File: src/rtl/spi_ctrl_pos.sv
// ---------------------------------------------------------------------------
// spi_ctrl_pos
// SPI master in mode 0, MSB first. Each accepted request sends one byte:
// cs goes low, eight sclk periods are generated from the system clock by a
// half-period divider, and cs goes high again once a hold interval has passed.
//
// Optional feature macro: SPI_CTRL_OVR_ERR_EN
//   defined   -> a tx_start seen while busy sets the sticky ovr_err flag
//   undefined -> ovr_err is tied low
//
// Parameters
//   CLK_DIV   system clocks per sclk half-period (1..255)
// Ports
//   clk       system clock, rising edge
//   rst       asynchronous active-high reset
//   tx_dat    byte to send, latched when a request is accepted
//   tx_start  request strobe, level-sampled each clk
//   sclk      SPI clock, idle low
//   mosi      serial data, changes only while sclk is low
//   cs        chip select, active low
//   busy      high from acceptance until cs returns high
//   done      one-cycle pulse at the end of a frame
//   ovr_err   sticky overrun flag
// ---------------------------------------------------------------------------
module spi_ctrl_pos #(
    parameter int CLK_DIV = 4
) (
    input  logic       clk,
    input  logic       rst,
    input  logic [7:0] tx_dat,
    input  logic       tx_start,
    output logic       sclk,
    output logic       mosi,
    output logic       cs,
    output logic       busy,
    output logic       done,
    output logic       ovr_err
);

    typedef enum logic [2:0] {
        IDLE,
        SETUP,
        SCLK_HI,
        SCLK_LO,
        HOLD
    } state_t;

    localparam logic [7:0] DIV_LAST = 8'(CLK_DIV - 1);

    state_t     r_state;
    state_t     w_stateNext;
    logic [7:0] r_divCnt;
    logic [7:0] r_shift;
    logic [7:0] w_shiftNext;
    logic [2:0] r_bitCnt;
    logic [2:0] w_bitCntNext;
    logic       r_sclk;
    logic       r_mosi;
    logic       r_cs;
    logic       r_busy;
    logic       r_done;
    logic       w_sclkNext;
    logic       w_mosiNext;
    logic       w_csNext;
    logic       w_busyNext;
    logic       w_doneNext;
    logic       w_divEnd;

    assign w_divEnd = (r_divCnt == DIV_LAST);

    // State and every registered output update together so all SPI pins
    // come straight from flops. The divider restarts on every state change,
    // which happens exactly when it reaches its last count.
    always_ff @(posedge clk or posedge rst) begin
        if (rst) begin
            r_state  <= IDLE;
            r_divCnt <= '0;
            r_shift  <= '0;
            r_bitCnt <= '0;
            r_sclk   <= 1'b0;
            r_mosi   <= 1'b0;
            r_cs     <= 1'b1;
            r_busy   <= 1'b0;
            r_done   <= 1'b0;
        end else begin
            r_state  <= w_stateNext;
            r_divCnt <= (r_state == IDLE || w_divEnd) ? 8'd0 : r_divCnt + 8'd1;
            r_shift  <= w_shiftNext;
            r_bitCnt <= w_bitCntNext;
            r_sclk   <= w_sclkNext;
            r_mosi   <= w_mosiNext;
            r_cs     <= w_csNext;
            r_busy   <= w_busyNext;
            r_done   <= w_doneNext;
        end
    end

    // Next-state logic: each non-idle state lasts one divider period.
    always_comb begin
        w_stateNext = r_state;
        case (r_state)
            IDLE:    if (tx_start) w_stateNext = SETUP;
            SETUP:   if (w_divEnd) w_stateNext = SCLK_HI;
            SCLK_HI: if (w_divEnd) w_stateNext = (r_bitCnt == 3'd7) ? HOLD : SCLK_LO;
            SCLK_LO: if (w_divEnd) w_stateNext = SCLK_HI;
            HOLD:    if (w_divEnd) w_stateNext = IDLE;
            default: w_stateNext = IDLE;
        endcase
    end

    // Output logic: next values of the registered outputs. The next bit is
    // taken from r_shift[6] on the falling edge so it appears together with
    // the shift, keeping mosi stable for the whole high phase of sclk.
    always_comb begin
        w_shiftNext  = r_shift;
        w_bitCntNext = r_bitCnt;
        w_sclkNext   = r_sclk;
        w_mosiNext   = r_mosi;
        w_csNext     = r_cs;
        w_busyNext   = r_busy;
        w_doneNext   = 1'b0;
        case (r_state)
            IDLE: begin
                if (tx_start) begin
                    w_shiftNext  = tx_dat;
                    w_bitCntNext = 3'd0;
                    w_mosiNext   = tx_dat[7];
                    w_csNext     = 1'b0;
                    w_busyNext   = 1'b1;
                end
            end
            SETUP, SCLK_LO: begin
                if (w_divEnd) w_sclkNext = 1'b1;
            end
            SCLK_HI: begin
                if (w_divEnd) begin
                    w_sclkNext = 1'b0;
                    if (r_bitCnt != 3'd7) begin
                        w_shiftNext  = {r_shift[6:0], 1'b0};
                        w_mosiNext   = r_shift[6];
                        w_bitCntNext = r_bitCnt + 3'd1;
                    end
                end
            end
            HOLD: begin
                if (w_divEnd) begin
                    w_csNext     = 1'b1;
                    w_busyNext   = 1'b0;
                    w_doneNext   = 1'b1;
                    w_mosiNext   = 1'b0;
                    w_bitCntNext = 3'd0;
                end
            end
            default: ;
        endcase
    end

`ifdef SPI_CTRL_OVR_ERR_EN
    logic r_ovrErr;

    // A request arriving while a frame is in flight is dropped; remember it.
    always_ff @(posedge clk or posedge rst) begin
        if (rst) r_ovrErr <= 1'b0;
        else if (tx_start && r_busy) r_ovrErr <= 1'b1;
    end

    assign ovr_err = r_ovrErr;
`else
    assign ovr_err = 1'b0;
`endif

    assign sclk = r_sclk;
    assign mosi = r_mosi;
    assign cs   = r_cs;
    assign busy = r_busy;
    assign done = r_done;

endmodule

File: config.mk
export PLATFORM = sky130hd
export DESIGN_NAME = spi_ctrl_pos
export DESIGN_NICKNAME = d
export VERILOG_FILES = /design/src/rtl/spi_ctrl_pos.sv
export SDC_FILE = /design/constraint.sdc
export NUM_CORES = 1
export LEC_CHECK = 0
export CAP_MARGIN = 40
export CORE_MARGIN = 2
export CORE_UTILIZATION = 37
export CTS_CLUSTER_SIZE = 24
export DETAILED_ROUTE_END_ITERATION = 10
export HOLD_SLACK_MARGIN = 0.15
export PLACE_DENSITY = 0.61
export SETUP_SLACK_MARGIN = 0.05
export SYNTH_ARGS = -nofsm -noshare
export SYNTH_HDL_FRONTEND = slang
export SYNTH_SLANG_ARGS = --single-unit
File: constraint.sdc
create_clock -name clk -period 2.13 [get_ports clk]
set_input_delay 0.3195 -clock clk [delete_from_list [all_inputs] [get_ports clk]]
set_output_delay 0.3195 -clock clk [all_outputs]
set_load 0.02 [all_outputs]
==> impl_metrics.csv, run 1 <==
group,metric,value,unit
layout,drive_gt1_share,25.0,%
synthesis,yosysTopAreaCell,"dfrtp_1",
synthesis,yosys.area.top_type_share,47.5,%
power,power.density,1210,nW/um2
power,ir_drop,632,uV
timing,fin_ws,172,ps
routing,route.detailed.drc,0,
layout,layout.nets,151,
synthesis,syn_area_per_cell,11.3,um2
synthesis,synth_edf_count,0,
cts,clock_latency,320,ps
layout,diodes,0,
routing,drtIter0Drc,17,
routing,wire_per_inst,12.5,um
floorplan,io_pins,17,
routing,wl_met3,61,um
worst_setup_path,cp_slowest_cell,"dfrtp_1",
placed_design,port_buffers,15,
grt,overflow,0,
floorplan,core_area,3390,um2
synthesis,ys_warn_count,0,
cts,cts_buffer_depth,2,
cts,cts_tree,"built",
cts,h-tree-depth,1,
synthesis,ys_seq_elements,26,
layout,final_cell_area,1580,um2
routing,vias,890,
worst_setup_path,crit_path_start_kind,"flop",
floorplan,die-area,4050,um2
layout,syn_to_final_growth,19.8,%
worst_setup_path,path_cells,"ha_1, nor4b_2, and2_0, o21ai_2, mux2_2",
synthesis,syn-num-nets,131,
routing,viasPerCell,4.89,
layout,instances_no_fill,182,
cts,numCtsBuffers,3,
grt,first_global_vias,906,
placed_design,dp_cells,178,
cts,cts_root_buf,"clkbuf_4",
routing,met1_length,1130,um
routing,highest_layer,"met4",
timing,setup_viol_count_final,0,
worst_setup_path,crit_type,"flop to flop",
outcome,outcome,"complete, no violations",
timing,fin_crit,1960,ps
synthesis,seq_area_frac_synth,49.5,%
cts,cts.repair.resized,0,
worst_setup_path,cp_data_required_time,2350,ps
placed_design,dp.final_hpwl,1700,um
grt,grt_pass1_wl,3970,um
worst_hold_path,hold_path_class,"primary input to asynchronous set/reset pin",
floorplan,fp.dieH,63.7,um
synthesis,yosysUniqueCellTypes,36,
grt,grt_usage,12.3,%
synthesis,syn_area,1320,um2
grt,antenna_found_initial,0,
synthesis,yosys_most_used_dff,"dfrtp_1",
placed_design,dpl-instance-area,1530,um2
cts,clkTransAtPathRegs,150,ps
routing,antenna_left,0,
worst_setup_path,worstPathArrival,2180,ps
worst_setup_path,r2r_setup_slack,170,ps
power,p_leak,0.701,nW
placed_design,place_ws,190,ps
power,power_frac_comb,38.6,%
synthesis,yosysMostFrequentCell,"dfrtp_1",
run,cap_viol_max_count,0,
grt,grt_max_degree,27,
timing,slew_violations,0,
power,power.internal,1.27,mW
synthesis,async_flop_share,100,%
synthesis,synth_cells,117,
floorplan,start_util,38.9,%
floorplan,die_width,63.7,um
cts,hold_buffers,0,
worst_setup_path,cp-end-kind,"flop",
routing,dr_wl_met2,1070,um
timing,period_share,91.9,%
worst_setup_path,max_stage_delay,430,ps
placed_design,place_congestion,0.785,
worst_setup_path,critPathMaxFanout,6,
power,p_total,1.92,mW
timing,fmax,511,MHz
power,pwr-share-clk,17.8,%
floorplan,fp-row-count,21,
power,seq_power_share,43.6,%
power,switching_power,0.647,mW
synthesis,synth_common_cells,"dfrtp_1, mux2_2, nor2_1",
timing,worst_clock_skew,2.42,ps
cts,clock-sinks,26,
timing,hold_viol,0,
routing,finalWirelength,2280,um
timing,totalNegativeSetupSlack,0,ps
cts,cts_setup_buffers,0,
power,p_sw_share,33.8,%
routing,firstDrtPassIters,4,
synthesis,synth_area_leaders,"dfrtp_1, mux2_2, xor2_1",
timing,rsz0062_at_grt,"no",
[worst max-delay path, delay by kind of cell (launching register included)]
family | cells | cell delay (ps)
and+or+nand+nor | 2 | 750
AOI/OAI and AO/OA | 1 | 150
DFF | 1 | 430
adders and majority gates | 1 | 250
muxes | 1 | 280
[stage by stage]
step	utilization (%)	hold WS, ps
floorplan	-	359
global placement	45.0	453
detailed placement	45.0	468
CTS	46.6	339
global route	46.6	338
finish	46.6	328
[final timing paths]
check                                 startpoint                    end  cells past startpoint
max                        r_divCnt[0]$_DFF_PP0_       mosi$_DFFE_PP0P_                      5
min                                          rst  r_divCnt[1]$_DFF_PP0_                      3
max reg2reg                r_divCnt[0]$_DFF_PP0_       mosi$_DFFE_PP0P_                      5
min reg2reg                       cs$_DFFE_PP1P_         cs$_DFFE_PP1P_                      2
max in group asynchronous                    rst         cs$_DFFE_PP1P_                      3
min in group clk                  cs$_DFFE_PP1P_         cs$_DFFE_PP1P_                      2
[flip-flops by register name, summed over array words and instances, names as in the netlist, 3 cells and up]
| signal | flops |
|---|---|
| r_divCnt | 8 |
| r_shift | 7 |
| r_state | 3 |
| r_bitCnt | 3 |
[area by class of cell]
type / count / area (um2)
fillers: 307 / 1810
clock inverters: 1 / 30.0
clock buffers: 3 / 22.5
well taps: 46 / 57.6
repair buffers: 20 / 188
inverters: 8 / 30.0
flip-flops and latches: 26 / 652
multi-input cells: 78 / 599
[cell usage in the layout, fill, tap and decap left out, types with 2 or more instances in the layout]
master / n
xnor2_1: 2
a22o_1: 3
nor3_1: 2
nand2_1: 5
ha_1: 3
nand3_1: 7
dfrtp_1: 25
clkbuf_4: 3
o21ai_0: 2
inv_1: 8
nor2_1: 9
buf_4: 5
xor2_1: 5
and3_1: 2
a21oi_1: 6
clkdlybuf4s50_1: 15
mux2_2: 14
[power groups by stage]
stage	Combinational, mW	Clock [mW]	Sequential, mW
global placement	0.733	0	0.839
detailed placement	0.745	0	0.847
CTS	0.750	0.343	0.836
finish	0.740	0.341	0.835
floorplan	0.585	0	0.812
global route	0.825	0.367	0.868
[layer usage]
| layer | GRT usage (%) | vias to the layer above |
|---|---|---|
| met5 | 0 | - |
| met3 | 2.32 | 2 |
| met2 | 20.5 | 9 |
| met1 | 16.0 | 438 |
| li1 | - | 441 |
| met4 | 4.08 | 0 |
[cells by family after synthesis]
group,share of synthesized area (%)
mux,12.0
buf+inv,5.03
other cells,0.285
compound gates,10.1
flops,49.5
xor+xnor,4.65
simple gates,15.7
fa+ha+maj,2.85
No activity file was read; power rests on OpenSTA's default activity.
==> run 2, diff against run 1 <==
- CORE_ASPECT_RATIO: default -> 2
==> impl_metrics.csv, run 2 (synthesis gave the netlist of run 1 again) <==
group,metric,value,unit
outcome,outcome,"complete, no violations",
worst_setup_path,worstPathArrival,2090,ps
floorplan,fp.dieH,88.4,um
floorplan,io_pins,17,
placed_design,dp.final_hpwl,1840,um
routing,wire_per_inst,13.0,um
layout,n_fill_cell,329,
routing,firstDrtPassIters,4,
run,cap_viol_max_count,0,
layout,diodes,0,
timing,whs,386,ps
cts,cts_buffer_depth,2,
floorplan,core_area,3420,um2
worst_setup_path,r2r-end,"r_bitCnt[0]$_DFFE_PP0P_",
placed_design,port_buffers,15,
worst_setup_path,r2r_setup_slack,200,ps
floorplan,die_width,46.2,um
routing,finalWirelength,2390,um
power,power.density,1240,nW/um2
timing,fin_crit,1930,ps
cts,cts_setup_buffers,0,
timing,totalNegativeSetupSlack,0,ps
layout,largest_reg_flops,8,
placed_design,place_congestion,0.796,
layout,layout_commonest_cell,"dfrtp_1",
worst_setup_path,cp_slowest_cell,"dfrtp_1",
layout,reg_top3,"r_divCnt (8), r_shift (7)",
routing,antenna_left,0,
worst_setup_path,path_cells,"ha_1, nor4b_2, and2_0, o21ai_2, mux2_2",
worst_setup_path,cp_data_required_time,2290,ps
timing,period_share,90.8,%
routing,drtIter0Drc,14,
layout,layout_common_cells,"dfrtp_1, clkdlybuf4s50_1, mux2_2",
grt,first_global_vias,925,
cts,clkTransAtPathRegs,90,ps
routing,vias,899,
floorplan,die-area,4080,um2
layout,syn_to_final_growth,21.5,%
timing,setup_viol_count_final,0,
routing,route.detailed.drc,0,
timing,rsz0062_at_grt,"no",
cts,clock-sinks,26,
cts,clock_latency,270,ps
worst_setup_path,critPathMaxFanout,6,
worst_setup_path,path_delay_family,"simple AND/OR/NAND/NOR gates",
worst_setup_path,cp-end-kind,"flop",
grt,grt_pass1_wl,4220,um
layout,instances_no_fill,184,
floorplan,start_util,38.6,%
cts,cts_tree,"built",
worst_setup_path,max_stage_delay,410,ps
power,ir_drop,627,uV
layout,layout.nets,151,
cts,numCtsBuffers,3,
power,p_leak,0.709,nW
routing,viasPerCell,4.89,
worst_setup_path,rr_worst_depth,5,
layout,regMostFlops,"r_divCnt",
timing,worst_clock_skew,6.95,ps
timing,hold_viol,0,
power,p_total,1.98,mW
timing,slew_violations,0,
cts,cts_root_buf,"clkbuf_8",
grt,overflow,0,
floorplan,fp-row-count,30,
worst_setup_path,crit_type,"flop to flop",
worst_setup_path,crit_path_start_kind,"flop",
cts,h-tree-depth,1,
placed_design,dp_cells,180,
worst_hold_path,hold_path_class,"primary input to asynchronous set/reset pin",
grt,grt_usage,14.1,%
grt,antenna_found_initial,0,
cts,hold_buffers,0,
grt,grt_max_degree,27,
worst_setup_path,r2r_start,"r_divCnt[0]$_DFF_PP0_",
layout,drive_gt1_share,25.0,%
timing,fmax,517,MHz
cts,cts.repair.resized,0,
worst_setup_path,path_buf_inv,0,
==> run 2: changes by cell type in the layout (fill, tap and decap cells not counted) <==
| cell | change |
|---|---|
| clkbuf_8 | +3 |
| clkbuf_4 | -3 |
==> run 2: where the power goes <==
part | total, mW | leakage [nW] | internal (mW) | switching (mW)
Sequential | 0.841 | 0.318 | 0.676 | 0.165
Combinational | 0.734 | 0.355 | 0.402 | 0.332
Clock | 0.410 | 0.0357 | 0.252 | 0.158
==> run 2: worst max path at each step <==
| stage | startpoint | to | slack [ps] | depth (start not counted) |
|---|---|---|---|---|
| 5_1_grt | r_divCnt[0]$_DFF_PP0_ | r_bitCnt[0]$_DFFE_PP0P_ | 50 | 5 |
| 3_5_place_dp | r_divCnt[0]$_DFF_PP0_ | r_bitCnt[0]$_DFFE_PP0P_ | 220 | 5 |
| 6_report | r_divCnt[0]$_DFF_PP0_ | r_bitCnt[0]$_DFFE_PP0P_ | 200 | 5 |
| 2_1_floorplan | r_bitCnt[0]$_DFFE_PP0P_ | mosi$_DFFE_PP0P_ | 250 | 6 |
| 3_3_place_gp | r_divCnt[0]$_DFF_PP0_ | mosi$_DFFE_PP0P_ | 260 | 5 |
| 4_1_cts | r_bitCnt[0]$_DFFE_PP0P_ | r_bitCnt[0]$_DFFE_PP0P_ | 190 | 6 |
==> run 2: per-stage QoR <==
stage / instance area [um2] / utilization (%) / setup WS [ps]
2_1_floorplan: 1320 / - / 250
3_3_place_gp: 1530 / 44.8 / 256
3_5_place_dp: 1530 / 44.8 / 220
4_1_cts: 1600 / 46.8 / 190
5_1_grt: 1600 / 46.8 / 53.7
6_report: 1600 / 46.8 / 195
==> run 2: final cells by class <==
| type | count | area, um2 | share of cell area (%) |
|---|---|---|---|
| inverters | 8 | 30.0 | 1.88 |
| repair buffers | 20 | 188 | 11.7 |
| well taps | 48 | 60.1 | 3.75 |
| multi-input cells | 78 | 599 | 37.5 |
| clock buffers | 3 | 41.3 | 2.58 |
| clock inverters | 1 | 30.0 | 1.88 |
| flip-flops and latches | 26 | 652 | 40.7 |
==> run 2: worst min-delay path: stages <==
cell and delay [ps]:
clkdlybuf4s50_1 390, inv_1 50, buf_4 300
==> run 2: metal layers <==
layer  global-route usage (%)  vias to the layer above  part of all wire [%]
li1                         -                      438                     -
met1                     16.6                      440                    39
met5                        0                        -                     0
met3                     2.04                        5                   2.3
met2                     23.7                       16                    56
met4                     7.01                        0                   2.3
==> run 3, diff against run 2 <==
- CORE_ASPECT_RATIO: 2 -> default
- CORE_UTILIZATION: 37 -> 53
- PLACE_DENSITY: 0.61 -> 0.81
==> impl_metrics.csv, run 3 (synthesis gave the netlist of run 1 again) <==
group,metric,value,unit
power,p_total,1.84,mW
power,power.internal,1.19,mW
layout,regMostFlops,"r_divCnt",
timing,fin_crit,1910,ps
layout,drive_gt1_share,25.0,%
worst_setup_path,max_stage_delay,450,ps
routing,route.detailed.drc,0,
worst_setup_path,critPathMaxFanout,4,
layout,layout_commonest_cell,"dfrtp_1",
worst_setup_path,worstPathArrival,2130,ps
power,seq_power_share,45.6,%
timing,max_slew.worst_pin.slew,497,ps
floorplan,io_pins,17,
placed_design,port_buffers,15,
run,cap_viol_max_count,0,
grt,overflow,0,
outcome,outcome,"complete, no violations",
floorplan,fp-row-count,18,
worst_setup_path,cp-end-kind,"flop",
cts,h-tree-depth,1,
cts,cts_buffer_depth,2,
layout,reg_top3,"r_divCnt (8), r_shift (7)",
routing,vias,911,
floorplan,fp.dieH,53.9,um
timing,setup_viol_count_final,0,
grt,grt_usage,18.3,%
grt,first_global_vias,875,
worst_setup_path,path_delay_family,"simple AND/OR/NAND/NOR gates",
floorplan,die_width,53.9,um
timing,totalNegativeSetupSlack,0,ps
timing,slew_violations,0,
timing,slew_headroom,66.6,%
cts,clock-sinks,26,
worst_setup_path,crit_path_start_kind,"flop",
worst_setup_path,crit_type,"flop to flop",
routing,viasPerCell,5.49,
timing,period_share,89.4,%
floorplan,core_area,2410,um2
worst_setup_path,path_cells,"ha_1, ha_1, or3b_2, a21oi_1, o21ai_2, mux2_2",
cts,clock_latency,320,ps
routing,finalWirelength,2200,um
timing,fmax,525,MHz
worst_setup_path,path_buf_inv,0,
power,p_sw_share,35.2,%
routing,drtIter0Drc,7,
cts,hold_buffers,0,
grt,grt_pass1_wl,3760,um
grt,antenna_found_initial,0,
timing,worst_clock_skew,1.26,ps
routing,wire_per_inst,13.2,um
worst_setup_path,cp_data_required_time,2350,ps
power,p_leak,0.697,nW
power,power_frac_comb,40.9,%
timing,rsz0062_at_grt,"no",
worst_setup_path,rr_worst_depth,6,
floorplan,die-area,2900,um2
routing,firstDrtPassIters,4,
worst_setup_path,cp_common_cell,"ha_1",
timing,hold_viol,0,
placed_design,place_congestion,0.814,
power,ir_drop,614,uV
worst_hold_path,hold_path_class,"primary input to asynchronous set/reset pin",
worst_setup_path,cp.depth,6,
layout,diodes,0,
power,switching_power,0.648,mW
grt,grt_max_degree,15,
worst_setup_path,cp_slowest_cell,"or3b_2",
cts,numCtsBuffers,3,
routing,antenna_left,0,
floorplan,start_util,54.7,%
layout,syn_to_final_growth,17.8,%
layout,largest_reg_flops,8,
placed_design,dp.final_hpwl,1670,um
cts,cts.repair.resized,0,
cts,cts_setup_buffers,0,
cts,clkTransAtPathRegs,130,ps
cts,cts_root_buf,"clkbuf_4",
power,power.density,1190,nW/um2
layout,layout.nets,151,
power,pwr-share-clk,13.4,%
cts,cts_tree,"built",
layout,layout_common_cells,"dfrtp_1, clkdlybuf4s50_1, mux2_2",
[run 3: layer usage]
| metal | global-route usage, % | share of wire, % |
|---|---|---|
| met1 | 24.6 | 46 |
| met2 | 28.7 | 46 |
| met3 | 2.78 | 5.9 |
| met4 | 8.97 | 1.8 |
| met5 | 0 | 0 |
[run 3: power groups by stage]
| stage | Sequential, mW | Combinational (mW) | Clock (mW) |
|---|---|---|---|
| 6_report | 0.839 | 0.753 | 0.247 |
| 3_5_place_dp | 0.842 | 0.756 | 0 |
| 2_1_floorplan | 0.812 | 0.585 | 0 |
| 4_1_cts | 0.834 | 0.756 | 0.253 |
| 5_1_grt | 0.866 | 0.850 | 0.273 |
| 3_3_place_gp | 0.835 | 0.723 | 0 |
[run 3: layout make-up]
cell class / count / area [um2]
fill: 193 / 858
multi-input combinational: 78 / 608
sequential: 26 / 652
inverter: 8 / 30.0
clock buffer: 4 / 36.3
tap: 30 / 37.5
timing repair buffer: 20 / 188
[run 3: stage by stage]
step,instances,hold WS (ps),worst slack (ps),util [%],instance area [um2]
after floorplan,117,359,250,-,1320
after global placement,162,449,248,62.5,1510
after detailed placement,162,448,183,62.5,1510
after CTS,166,312,150,64.0,1540
after global routing,166,335,135,64.4,1550
final,166,287,225,64.4,1550
[run 3: final timing paths]
path | endpoint | slack [ps] | startpoint
setup / recovery | mosi$_DFFE_PP0P_ | 220 | r_bitCnt[0]$_DFFE_PP0P_
hold / removal | r_shift[3]$_DFFE_PP0P_ | 290 | rst
setup reg to reg | mosi$_DFFE_PP0P_ | 220 | r_bitCnt[0]$_DFFE_PP0P_
hold reg to reg | cs$_DFFE_PP1P_ | 470 | cs$_DFFE_PP1P_
max in group asynchronous | cs$_DFFE_PP1P_ | 1270 | rst
min in group clk | cs$_DFFE_PP1P_ | 470 | cs$_DFFE_PP1P_
[run 3: worst reg2reg max path: stages (launching register included)]
cell and delay (ps):
dfrtp_1 410, ha_1 200, ha_1 200, or3b_2 450, a21oi_1 170, o21ai_2 100
mux2_2 280
